===== config.mk =====
export PLATFORM = sky130hd
export DESIGN_NAME = serial_subtractor
export DESIGN_NICKNAME = d
export VERILOG_FILES = /design/src/rtl/serial_subtractor.sv
export SDC_FILE = /design/constraint.sdc
export NUM_CORES = 1
export LEC_CHECK = 0
export ABC_AREA = 1
export CORE_UTILIZATION = 40
export CTS_CLUSTER_DIAMETER = 150
export DETAILED_ROUTE_END_ITERATION = 7
export MAX_ROUTING_LAYER = met4
export PLACE_DENSITY = 0.71
export SETUP_SLACK_MARGIN = 0.1
export SYNTH_ARGS = -nofsm -noshare
export SYNTH_HDL_FRONTEND = slang
export SYNTH_SLANG_ARGS = --single-unit

===== constraint.sdc =====
create_clock -name clk -period 1.1 [get_ports clk]
set_input_delay 0.165 -clock clk [delete_from_list [all_inputs] [get_ports clk]]
set_output_delay 0.165 -clock clk [all_outputs]
set_load 0.02 [all_outputs]

===== src/rtl/serial_subtractor.sv =====
// serial_subtractor: bit-serial x - y using one full-subtractor cell over W cycles, LSB first.
// Two operand pairs (a,b) / (c,d) share the datapath; sel picks one when start is accepted.
// Optional signed overflow flag: define SERIAL_SUBTRACTOR_SIGNED_OVF_EN to build it; otherwise ovf is tied low.
module serial_subtractor #(
    parameter int W = 4
) (
    input  logic         clk,
    input  logic         rst,
    input  logic         start,
    input  logic         sel,
    input  logic [W-1:0] a,
    input  logic [W-1:0] b,
    input  logic [W-1:0] c,
    input  logic [W-1:0] d,
    output logic         busy,
    output logic         done,
    output logic [W-1:0] diff,
    output logic         borrow,
    output logic         ovf
);
    localparam int CW = $clog2(W);

    typedef enum logic [1:0] {IDLE = 2'd0, RUN = 2'd1, DONE = 2'd2} state_t;

    state_t          state, state_nx;
    logic [W-1:0]    xr, yr, res;
    logic [CW-1:0]   cnt;
    logic            br, d_i, br_nx, last, accept;

    // One full-subtractor cell on the current LSBs plus the registered borrow
    always_comb begin
        d_i    = xr[0] ^ yr[0] ^ br;
        br_nx  = (~xr[0] & yr[0]) | (~(xr[0] ^ yr[0]) & br);
        last   = cnt == CW'(W - 1);
        accept = start && state != RUN;
    end

    // State register
    always_ff @(posedge clk or posedge rst) begin
        if (rst) state <= IDLE;
        else     state <= state_nx;
    end

    // Next state: RUN exits after bit W-1; DONE and IDLE both accept start
    always_comb begin
        state_nx = (state == RUN) ? (last ? DONE : RUN) : (start ? RUN : IDLE);
    end

    // Status outputs decoded from state
    always_comb begin
        busy = state == RUN;
        done = state == DONE;
    end

    // Operand load, per-bit shift and result capture at DONE entry
    always_ff @(posedge clk or posedge rst) begin
        if (rst) begin
            xr     <= '0;
            yr     <= '0;
            res    <= '0;
            cnt    <= '0;
            br     <= 1'b0;
            diff   <= '0;
            borrow <= 1'b0;
        end else if (accept) begin
            xr  <= sel ? c : a;
            yr  <= sel ? d : b;
            res <= '0;
            cnt <= '0;
            br  <= 1'b0;
        end else if (state == RUN) begin
            res <= {d_i, res[W-1:1]};
            xr  <= xr >> 1;
            yr  <= yr >> 1;
            cnt <= cnt + 1'b1;
            br  <= br_nx;
            if (last) begin
                diff   <= {d_i, res[W-1:1]};
                borrow <= br_nx;
            end
        end
    end

`ifdef SERIAL_SUBTRACTOR_SIGNED_OVF_EN
    logic xs, ys;

    // Operand signs are kept so overflow can be judged once the result MSB is known
    always_ff @(posedge clk or posedge rst) begin
        if (rst) begin
            xs  <= 1'b0;
            ys  <= 1'b0;
            ovf <= 1'b0;
        end else if (accept) begin
            xs <= sel ? c[W-1] : a[W-1];
            ys <= sel ? d[W-1] : b[W-1];
        end else if (state == RUN && last) begin
            ovf <= (xs ^ ys) & (xs ^ d_i);
        end
    end
`else
    assign ovf = 1'b0;
`endif

endmodule

# Word-level counts from Yosys, hierarchy flattened
# Cells that the tools add are included.
[totals] reg_bits=22 inputBits=20 output_inout_bits=8 elab_cells=39
[classes] n_addsub=1 eq_ne=4 n_mux=15 n_bitwise=8 n_reduce_logical=3
[ops] cell="$mux W4" n=8
[ops] cell="$mux W2" n=4
[ops] cell="$eq A2 B2 Y1 const B" n=2
[ops] cell="$mux W1" n=3
[ops] cell="$not A1 Y1" n=3
[ops] cell="$reduce_and A3 Y1" n=1
[ops] cell="$add A2 B1 Y2 const B" n=1
[ops] cell="$and A1 B1 Y1" n=2
[ops] cell="$eq A2 B1 Y1 const B" n=1
[ops] cell="$ne A2 B1 Y1 const B" n=1
[ops] cell="$reduce_bool A2 Y1" n=1
[ops] cell="$xor A1 B1 Y1" n=2
[ops] cell="$logic_and A1 B1 Y1" n=1
[ops] cell="$or A1 B1 Y1" n=1

# Depth between registers and ports, before layout
[logic_depth] word_depth=6 depth_mapped=6 mapped_depth_nobuf=6

# Least setup slack after synthesis
# Ideal clock, no wire load.
[synth_path] kind="reg-to-reg" startpoint="reg xr[0]" endpoint="reg res[3]" setup_ns=0.083 arrival_time_ns=1.080 required_time_ns=1.017 setup_slack_ns=-0.063 stages_incl_launch_ff=4 path_buffers=0 cell_sequence="dfrtp_1 fa_1 inv_1 o22ai_1"
[synth_via] elab_chain_len=4
[synth_lines] element="start: declaration" line_no="26" rtl="logic [W-1:0] xr, yr, res;"
[synth_lines] element="start signal: assignment" line_no="66" rtl="xr <= sel ? c : a;"
[synth_lines] element="start signal: assignment" line_no="73" rtl="xr <= xr >> 1;"
[synth_lines] element="$xor A1 B1 Y1 (2 in series)" line_no="32" rtl="d_i = xr[0] ^ yr[0] ^ br;"
[synth_lines] element="via d_i" line_no="28" rtl="logic br, d_i, br_nx, last, accept;"
[synth_lines] element="$mux W4" line_no="71" rtl="end else if (state == RUN) begin"
[synth_lines] element="$mux W4" line_no="65" rtl="end else if (accept) begin"
[synth_lines] element="end signal: assignment" line_no="72" rtl="res <= {d_i, res[W-1:1]};"
[synth_lines] element="end: declaration" line_no="26"
# The timed path passes the listed nets, and every way through them passes these cells. The select of a mux whose other input is x is not followed.
# A chain may end at the register's enable or synchronous reset.

# Worst setup path in the final report
[layout_path] startpoint="reg yr[0]" endpoint="reg res[3]"
[layout_via] elab_chain_len=4
[layout_lines] element="start: declaration" line_no="26"
[layout_lines] element="start signal: assignment" line_no="67" rtl="yr <= sel ? d : b;"
[layout_lines] element="start signal: assignment" line_no="74" rtl="yr <= yr >> 1;"
[layout_lines] element="$xor A1 B1 Y1 (2 in series)" line_no="32"
[layout_lines] element="via d_i" line_no="28"
[layout_lines] element="$mux W4" line_no="71"
[layout_lines] element="$mux W4" line_no="65"
# The timed path passes the listed nets, and every way through them passes these cells. The select of a mux whose other input is x is not followed.

==> impl_metrics.yaml <==
critical_path:
  r2r_cells: 4
  r2r_setup_slack_ns: -0.11
  crit_path_end_kind: "register"
  path_depth: 4
  r2r_start: "yr[0]$_DFFE_PP0P_"
  cpLargestDelayFamily: "adder cells"
  worst_path_largest_cell_delay_ns: 0.53
  crit_slowest_cell: "fa_1"
  crit_buf_inv: 2
  cp.arrival_ns: 1.45
  critPathRequiredTime_ns: 1.33
  worstSetupPathType: "register to register"
  cp-startpoint: "yr[0]$_DFFE_PP0P_"
  crit_chain: "inv_2, fa_1, inv_1, o22ai_1"
  critical_path.max_fanout: 2
  startpoint_type: "register"
grt:
  grt_pass1_vias: 902
  grt_overflow: 0
  antenna_found_initial: 0
  grtUsageTotal: 0.205
  grt_pass1_wl_microns: 3830
  grt_start_max_net_pins: 22
yosys:
  syn_area_per_cell_sq_um: 8.23
  synth_fp_nets: 143
  synth-seq-area-share: 0.528
  syn_inst: 121
  synth_seq_cells: 21
  synth_warnings: 0
  syn_area_sq_um: 996
  ys_types: 18
hold_path:
  hold_class: "input pin to async pin"
cells_and_area:
  final_net_count: 186
  diodes: 0
  most-common-layout-cells: "41 x nand2_1, 20 x dfrtp_1, 19 x clkdlybuf4s50_1, 13 x buf_6, 10 x nand3_2"
  drive_above_1_share: 0.380
  stdcell_area_sq_um: 1610
  layout_commonest_cell: "nand2_1"
  syn2layout_area_growth_pct: 61.2
detailed_routing:
  wl_per_cell_microns: 12.2
  drt-vias-per-instance: 4.77
  ant_nets: 0
  drt_wl_total_microns: 2330
  drt_pass1_iterations: 4
  num_vias: 911
  drt_iter0_markers: 11
  drc: 0
clocking:
  cts_hold_buf: 0
  cts_buffers: 3
  clk_path_buf_depth: 2
  clkLatencyLatePin_ns: 0.30
  cts-root-buf: "clkbuf_4"
  cts_tree: "built"
  clkSlewWorstSetupHoldPaths_ns: 0.11
  cts.sinks: 21
  ctsHtreeMaxLevel: 1
placement:
  place_area_sq_um: 1370
  gp_congestion: 0.747
  port_buffers: 26
  hpwl_microns: 1510
die:
  die_x_microns: 51.9
  core_sq_um: 2280
  io-pin-count: 28
  dieArea_sq_um: 2690
  rows: 17
  initial_core_util: 0.438
  die_h_microns: 51.9
sta:
  drv_slew: 0
  fin_skew_ns: 0.000862
  tns_ns: -0.363
  timing.final.crit_share: 1.10
  fmax_mhz: 825
  setup_ws_ns: -0.112
  rsz0062_at_grt: "yes"
  period_minus_slack_ns: 1.21
  hold_viol: 0
  holdWs_ns: 0.191
  finalSetupViolCount: 4
power:
  power.switching_mw: 1.62
  sw_frac_of_total: 0.410
  pwr-share-clk: 0.096
  p_int_mw: 2.33
  irDropWorstVdd_mv: 1.98
  p_leak_nw: 0.805
  combPwrFrac: 0.569
  power-per-cell-area_nw_per_um2: 2470
  pwr-share-seq: 0.335
run_status:
  violations: "negative setup slack"
  status: "complete, but fails checks"
flow_run:
  drv_cap: 0
synthesized netlist by cell type:
cell type,instances,area [sq um]
a21oi_1,1,5.00
a21oi_2,1,8.76
buf_2,2,10.0
buf_4,1,7.51
buf_6,1,11.3
conb_1,1,3.75
dfrtp_1,21,526
fa_1,1,20.0
ha_1,1,12.5
inv_1,10,37.5
inv_2,3,11.3
nand2_1,52,195
nand2_2,1,6.26
nand3_1,12,60.1
nor2_1,3,11.3
nor2_8,1,20.0
o21ai_1,5,25.0
o22ai_1,4,25.0
kinds of logic after synthesis:
group           count (synthesis)  synth area share
compound gates                 11            0.0641
fa+ha+maj                       2            0.0327
buf+inv                        17            0.0779
flops                          21             0.528
other cells                     1           0.00377
simple gates                   69             0.294
stage by stage:
step            util  worst slack (ns)  std cells  power [mW]
4_1_cts        0.679            -0.107        189        3.76
3_5_place_dp   0.600            -0.204        183        2.92
2_1_floorplan      -           -0.0377        121        2.25
5_1_grt        0.705            -0.151        191        4.22
6_report       0.705            -0.112        191        3.96
3_3_place_gp   0.600            -0.207        183        2.85
final timing paths:
kind | end
worst max register to register | res[3]$_DFFE_PP0P_
worst max-delay path | res[3]$_DFFE_PP0P_
max in group asynchronous | state[1]$_DFF_PP0_
worst min register to register | xr[3]$_DFFE_PP0P_
worst min-delay path | diff[1]$_DFFE_PP0P_
min in group clk | xr[3]$_DFFE_PP0P_
per-layer routing:
metal	vias up	track usage	wire (microns)	share of wire
met5	-	-	0	0
met4	0	0.0946	42	0.018
met3	4	0.0263	72	0.031
met2	22	0.368	1260	0.54
met1	424	0.222	955	0.41
li1	461	-	-	-
tightest hold or removal path: cells and delay by family:
family | cells | cell delay (ns)
buffers and inverters | 3 | 0.69
what timing repair did:
| action | CTS | global route |
|---|---|---|
| gates resized for setup | 75 | 10 |
| setup buffers | 1 | 2 |
| setup endpoints to repair | 28 | 28 |
| gates cloned | 1 | 0 |
| pin swaps | 5 | 4 |
registers in the layout, indices dropped and copies added, names as in the netlist:
name and count:
yr 4, br 1, state 2, cnt 2, borrow 1, res 3
diff 4, xr 4
power by group through the flow:
stage               clock network [mW]  registers [mW]  logic, mW
floorplan                            0            1.37      0.884
global placement                     0            1.27       1.58
detailed placement                   0            1.30       1.62
CTS                              0.385            1.31       2.06
global route                     0.412            1.36       2.45
finish                           0.378            1.33       2.25
final cells by class:
type | instances | area [sq um]
tap | 28 | 35.0
multi-input combinational | 83 | 542
sequential | 21 | 527
timing repair buffer | 42 | 424
clock buffer | 4 | 26.3
fill | 190 | 671
inverter | 13 | 51.3
Power figures use the tool's default switching activity.
